==> src/rtl/div_pkg.sv <==
// Shared definitions for the iterative restoring divider.
package div_pkg;

    // Control states of the divider.
    typedef enum logic [1:0] {
        IDLE = 2'd0,
        RUN  = 2'd1,
        DONE = 2'd2
    } state_t;

    localparam int DIV_WIDTH_DEFAULT = 4;

endpackage : div_pkg

==> src/rtl/trial_sub.sv <==
// Trial subtractor: diff = a - b formed as a + ~b + 1.
// The top bit of the difference serves as the borrow (negative result).
module trial_sub #(
    parameter int N = 5
) (
    input  logic [N-1:0] a,
    input  logic [N-1:0] b,
    output logic [N-1:0] diff,
    output logic         borrow
);

    assign diff   = a + ~b + N'(1);
    assign borrow = diff[N-1];

endmodule : trial_sub

==> src/rtl/seq_divider.sv <==
// Iterative unsigned restoring divider, one trial subtraction per clock.
//
// Handshake: start is sampled on a rising edge only while busy=0 (IDLE or
// DONE); a sampled start latches dividend/divisor. busy is high exactly
// while steps run, done pulses for one cycle when results are valid, and
// quotient/remainder/div_by_zero hold until the next result is produced.
module seq_divider
    import div_pkg::*;
#(
    parameter int WIDTH = DIV_WIDTH_DEFAULT
) (
    input  logic             clk,
    input  logic             rst_n,
    input  logic             start,
    input  logic [WIDTH-1:0] dividend,
    input  logic [WIDTH-1:0] divisor,
    output logic [WIDTH-1:0] quotient,
    output logic [WIDTH-1:0] remainder,
    output logic             busy,
    output logic             done,
    output logic             div_by_zero,
    output state_t           state_dbg
);

    localparam int CW = (WIDTH > 2) ? $clog2(WIDTH) : 1;

    state_t           r_state;
    state_t           w_state_next;
    logic [CW-1:0]    r_cnt;
    logic [WIDTH-1:0] r_q;
    logic [WIDTH:0]   r_r;
    logic [WIDTH-1:0] r_d;
    logic [WIDTH-1:0] r_quotient;
    logic [WIDTH-1:0] r_remainder;
    logic             r_dbz;

    logic             w_accept;
    logic             w_last;
    logic [2*WIDTH:0] w_rq_shift;
    logic [WIDTH:0]   w_r_shift;
    logic [WIDTH-1:0] w_q_shift;
    logic [WIDTH:0]   w_diff;
    logic             w_borrow;
    logic [WIDTH:0]   w_r_next;
    logic [WIDTH-1:0] w_q_next;

    assign w_accept = start && (r_state != RUN);
    assign w_last   = (r_cnt == CW'(WIDTH - 1));

    // {R,Q} shifted left by one; the bit leaving R's top is always zero.
    assign w_rq_shift = {r_r, r_q} << 1;
    assign w_r_shift  = w_rq_shift[2*WIDTH:WIDTH];
    assign w_q_shift  = w_rq_shift[WIDTH-1:0];

    trial_sub #(.N(WIDTH + 1)) u_trial_sub (
        .a      (w_r_shift),
        .b      ({1'b0, r_d}),
        .diff   (w_diff),
        .borrow (w_borrow)
    );

    // Restore R on borrow; otherwise keep the difference and set the quotient bit.
    assign w_r_next = w_borrow ? w_r_shift : w_diff;
    assign w_q_next = {w_q_shift[WIDTH-1:1], ~w_borrow};

    // State register.
    always_ff @(posedge clk or negedge rst_n) begin
        if (!rst_n) begin
            r_state <= IDLE;
        end else begin
            r_state <= w_state_next;
        end
    end

    // Next-state logic.
    always_comb begin
        w_state_next = r_state;
        case (r_state)
            IDLE: begin
                if (start) begin
                    w_state_next = (divisor == '0) ? DONE : RUN;
                end
            end
            RUN: begin
                if (w_last) begin
                    w_state_next = DONE;
                end
            end
            DONE: begin
                if (start) begin
                    w_state_next = (divisor == '0) ? DONE : RUN;
                end else begin
                    w_state_next = IDLE;
                end
            end
            default: begin
                w_state_next = IDLE;
            end
        endcase
    end

    // Datapath: operand capture, one restoring step per RUN cycle, result registers.
    always_ff @(posedge clk or negedge rst_n) begin
        if (!rst_n) begin
            r_q         <= '0;
            r_r         <= '0;
            r_d         <= '0;
            r_cnt       <= '0;
            r_quotient  <= '0;
            r_remainder <= '0;
            r_dbz       <= 1'b0;
        end else if (w_accept) begin
            r_q   <= dividend;
            r_r   <= '0;
            r_d   <= divisor;
            r_cnt <= '0;
            if (divisor == '0) begin
                r_quotient  <= '1;
                r_remainder <= dividend;
                r_dbz       <= 1'b1;
            end
        end else if (r_state == RUN) begin
            r_q   <= w_q_next;
            r_r   <= w_r_next;
            r_cnt <= r_cnt + CW'(1);
            if (w_last) begin
                r_quotient  <= w_q_next;
                r_remainder <= w_r_next[WIDTH-1:0];
                r_dbz       <= 1'b0;
            end
        end
    end

    assign quotient    = r_quotient;
    assign remainder   = r_remainder;
    assign div_by_zero = r_dbz;
    assign busy        = (r_state == RUN);
    assign done        = (r_state == DONE);
    assign state_dbg   = r_state;

endmodule : seq_divider

==> config.mk <==
export PLATFORM = sky130hd
export DESIGN_NAME = seq_divider
export DESIGN_NICKNAME = d
export VERILOG_FILES = /design/src/rtl/div_pkg.sv /design/src/rtl/trial_sub.sv /design/src/rtl/seq_divider.sv
export SDC_FILE = /design/constraint.sdc
export NUM_CORES = 1
export LEC_CHECK = 0
export BUFFER_PORTS_ARGS = -buffer_cell sky130_fd_sc_hd__buf_4
export CORE_MARGIN = 2
export CORE_UTILIZATION = 54
export DETAILED_ROUTE_END_ITERATION = 16
export GPL_TIMING_DRIVEN = 1
export MAX_ROUTING_LAYER = met4
export PLACE_DENSITY = 0.84
export SYNTH_ARGS = -nofsm -noshare
export SYNTH_HDL_FRONTEND = slang
export SYNTH_SLANG_ARGS = --single-unit
==> constraint.sdc <==
create_clock -name clk -period 2.9 [get_ports clk]
set_clock_uncertainty 0.2 [all_clocks]
set_input_delay 0.435 -clock clk [delete_from_list [all_inputs] [get_ports clk]]
set_output_delay 0.435 -clock clk [all_outputs]
set_load 0.05 [all_outputs]
==> impl_metrics.py <==
metrics = {
    "run_status": {
        "run_status": "completed",
    },
    "setup_path": {
        "reg2regPathDepth": 8,
        "cpMaxStageDelayCell": "fa_1",
        "startpoint_type": "register",
        "critical_path_class": "register to register",
        "timing.rr.start": "r_q[3]",
        "arrival_ns": 2.55,
        "path_max_fanout": 7,
        "cp-end-kind": "register",
        "worst_path_largest_cell_delay_ns": 0.40,
        "r2r_setup_slack_ns": 0.36,
        "crit_path_cell_trace": "inv_1 -> ha_1 -> fa_1 -> nand2b_2 -> a21oi_4 -> xor2_4 -> mux2i_1 -> o21ai_0",
        "reg2reg_to": "r_r[3]",
        "worst-endpoint-required_ns": 2.91,
    },
    "placed_design": {
        "gp_congestion": 0.973,
        "port_buffers": 23,
        "dp_hpwl_um": 2030,
    },
    "routing": {
        "drtIter0Drc": 19,
        "top_layer_used": "met4",
        "drc": 0,
        "num_vias": 1049,
        "wl_met3_um": 104,
        "wl_met1_um": 1160,
        "dr.pass1.iters": 4,
        "ant_nets": 0,
        "route.met2.wl_um": 1370,
        "via_per_inst": 5.80,
        "drt-total-wl_um": 2700,
        "wl_per_cell_um": 14.9,
    },
    "synth": {
        "ys_types": 35,
        "synthTopCellsByArea": "dfrtp_1 48%, mux2i_1 6.1%, nand2_1 5.7%",
        "syn_area_mm2": 0.00132,
        "yosys.area.top_type_share_pct": 47.5,
        "synth_seq_cells": 25,
        "ys.flop_type": "dfrtp_1",
        "ys_async_sr_fraction_pct": 100,
        "ys_warn_count": 0,
        "syn_area_per_cell_um2": 10.0,
        "yosysTopAreaCell": "dfrtp_1",
        "syn_inst": 131,
        "synth_edf_count": 0,
        "yosysSeqAreaShare_pct": 47.5,
        "syn_nets": 148,
    },
    "die": {
        "fp-row-count": 17,
        "die-area_mm2": 0.00285,
        "core-area_mm2": 0.00225,
        "die_width_um": 53.4,
        "start_util_pct": 58.4,
        "ioPinCount": 24,
        "die_h_um": 53.4,
    },
    "finish": {
        "antenna_cells": 0,
        "final_layout_size_suffix_gt1_share_pct": 20.9,
        "fillers": 185,
        "fin_nets": 171,
        "area_growth_syn_to_layout_pct": 15.8,
        "final_util_pct": 67.6,
    },
    "worst_hold_path": {
        "min_to": "r_d[0]",
        "min-delay-start": "divisor[0]",
        "hold_class": "input port to register",
        "hold_depth": 3,
    },
    "timing": {
        "hold_slack_ns": 0.112,
        "maxSlewViolCount": 0,
        "slew_headroom_pct": 64.0,
        "setup_tns_ns": 0,
        "rsz0062_at_grt": "no",
        "max_freq_mhz": 393,
        "hold_violations": 0,
        "setup-violations-final": 0,
        "min_period_over_period_pct": 87.7,
        "period_needed_ns": 2.54,
        "tightestPinTransition_ns": 0.539,
    },
    "global_route": {
        "grt_use_total_pct": 22.6,
        "grt_pass1_wl_um": 4460,
        "antenna_found_initial": 0,
        "grt_max_degree": 26,
        "grt_pass1_vias": 1026,
        "grt_overflow_total": 0,
    },
    "clock_network": {
        "cts_root_buffer": "clkbuf_4",
        "clk_pin_slew_worst_paths_ns": 0.14,
        "hold_buffers": 1,
        "htreeDepth": 1,
        "tritoncts": "done",
        "cts_num_sinks": 25,
        "postCtsSetupBuffers": 0,
        "clk_latency_ns": 0.32,
        "postCtsResizedCells": 0,
        "cts_made_buffers": 3,
        "clockBufferDepth": 2,
    },
    "flow_run": {
        "maxCapViolCount": 0,
    },
}
[worst max-delay path by stage]
stage | to | slack [ns] | start | cells after the start
3_5_place_dp | r_r[3] | 0.37 | r_q[3] | 8
2_1_floorplan | busy | 0.54 | state_dbg[1] | 4
6_report | r_r[3] | 0.36 | r_q[3] | 8
4_1_cts | r_r[3] | 0.35 | r_q[3] | 8
5_1_grt | remainder[3] | 0.26 | r_q[3] | 8
3_3_place_gp | remainder[2] | 0.49 | r_q[3] | 8
[sequential cells by signal, indices dropped and copies added (netlist names)]
register,cells
div_by_zero,1
r_cnt,2
quotient,4
state_dbg,2
r_r,4
r_q,4
r_d,4
remainder,4
[metal layers]
layer | vias to the layer above | track usage (%)
met1 | 510 | 27.5
met4 | 0 | 12.0
li1 | 506 | -
met2 | 25 | 35.6
met3 | 8 | 3.95
met5 | - | -
[cell usage after synthesis, types with 2 or more instances]
cell     number
buf_2         3
ha_1          5
mux2i_1       8
a41oi_1       2
nor4_1        3
a21oi_1       3
and3_1        2
o22a_1        3
dfrtp_1      25
nor4b_1       2
o21ai_0      14
nor3_1        2
nor2_1        9
nand3_1       3
nand2_1      20
inv_1         7
a22o_1        2
[area by class of cell]
type                    instances  area (um^2)  area share, %
clock inverters                 1         5.00          0.328
clock buffers                   3         22.5           1.48
repair buffers                 24          183           12.0
flip-flops and latches         25          626           41.1
multi-input cells              93          627           41.1
well taps                      28         35.0           2.30
inverters                       7         26.3           1.72
[cell usage in the layout, fill, tap and decap left out, types with 3 or more instances in the layout]
cell and n:
clkbuf_4 3, ha_1 5, mux2i_1 8, nor4_1 3, a21oi_1 3, o21ai_0 14, buf_4 23, nand3_1 3
nand2_1 20, inv_1 7, dfrtp_1 25, o22a_1 3, nor2_1 9
[critical path: cells and delay by family, from the launching register on]
family	cells	cell delay [ns]
fa+ha+maj	2	0.64
flops	1	0.38
compound gates	2	0.36
xor+xnor	1	0.29
mux	1	0.27
simple gates	1	0.21
buf+inv	1	0.08
[cell families (layout without fill, tap and decap cells)]
| kind of cell | count (synthesis) | after routing | synth area share (%) |
|---|---|---|---|
| AO/OA/AOI/OAI | 29 | 29 | 14.8 |
| XOR/XNOR | 3 | 3 | 3.42 |
| AND/OR/NAND/NOR | 47 | 47 | 17.0 |
| multiplexers | 8 | 8 | 6.08 |
| buffers and inverters | 13 | 35 | 4.85 |
| flip-flops | 25 | 25 | 47.5 |
| adder cells (fa/ha/maj) | 6 | 6 | 6.27 |
[through the flow]
step	cells	instance area [um^2]	setup WS, ns
floorplan	131	1320	0.544
global placement	176	1490	0.489
detailed placement	176	1490	0.373
CTS	181	1520	0.349
global route	181	1520	0.255
finish	181	1520	0.357
Power is not shown: default switching activity piles up to over one toggle a cycle in this logic, so the estimate is an artifact.
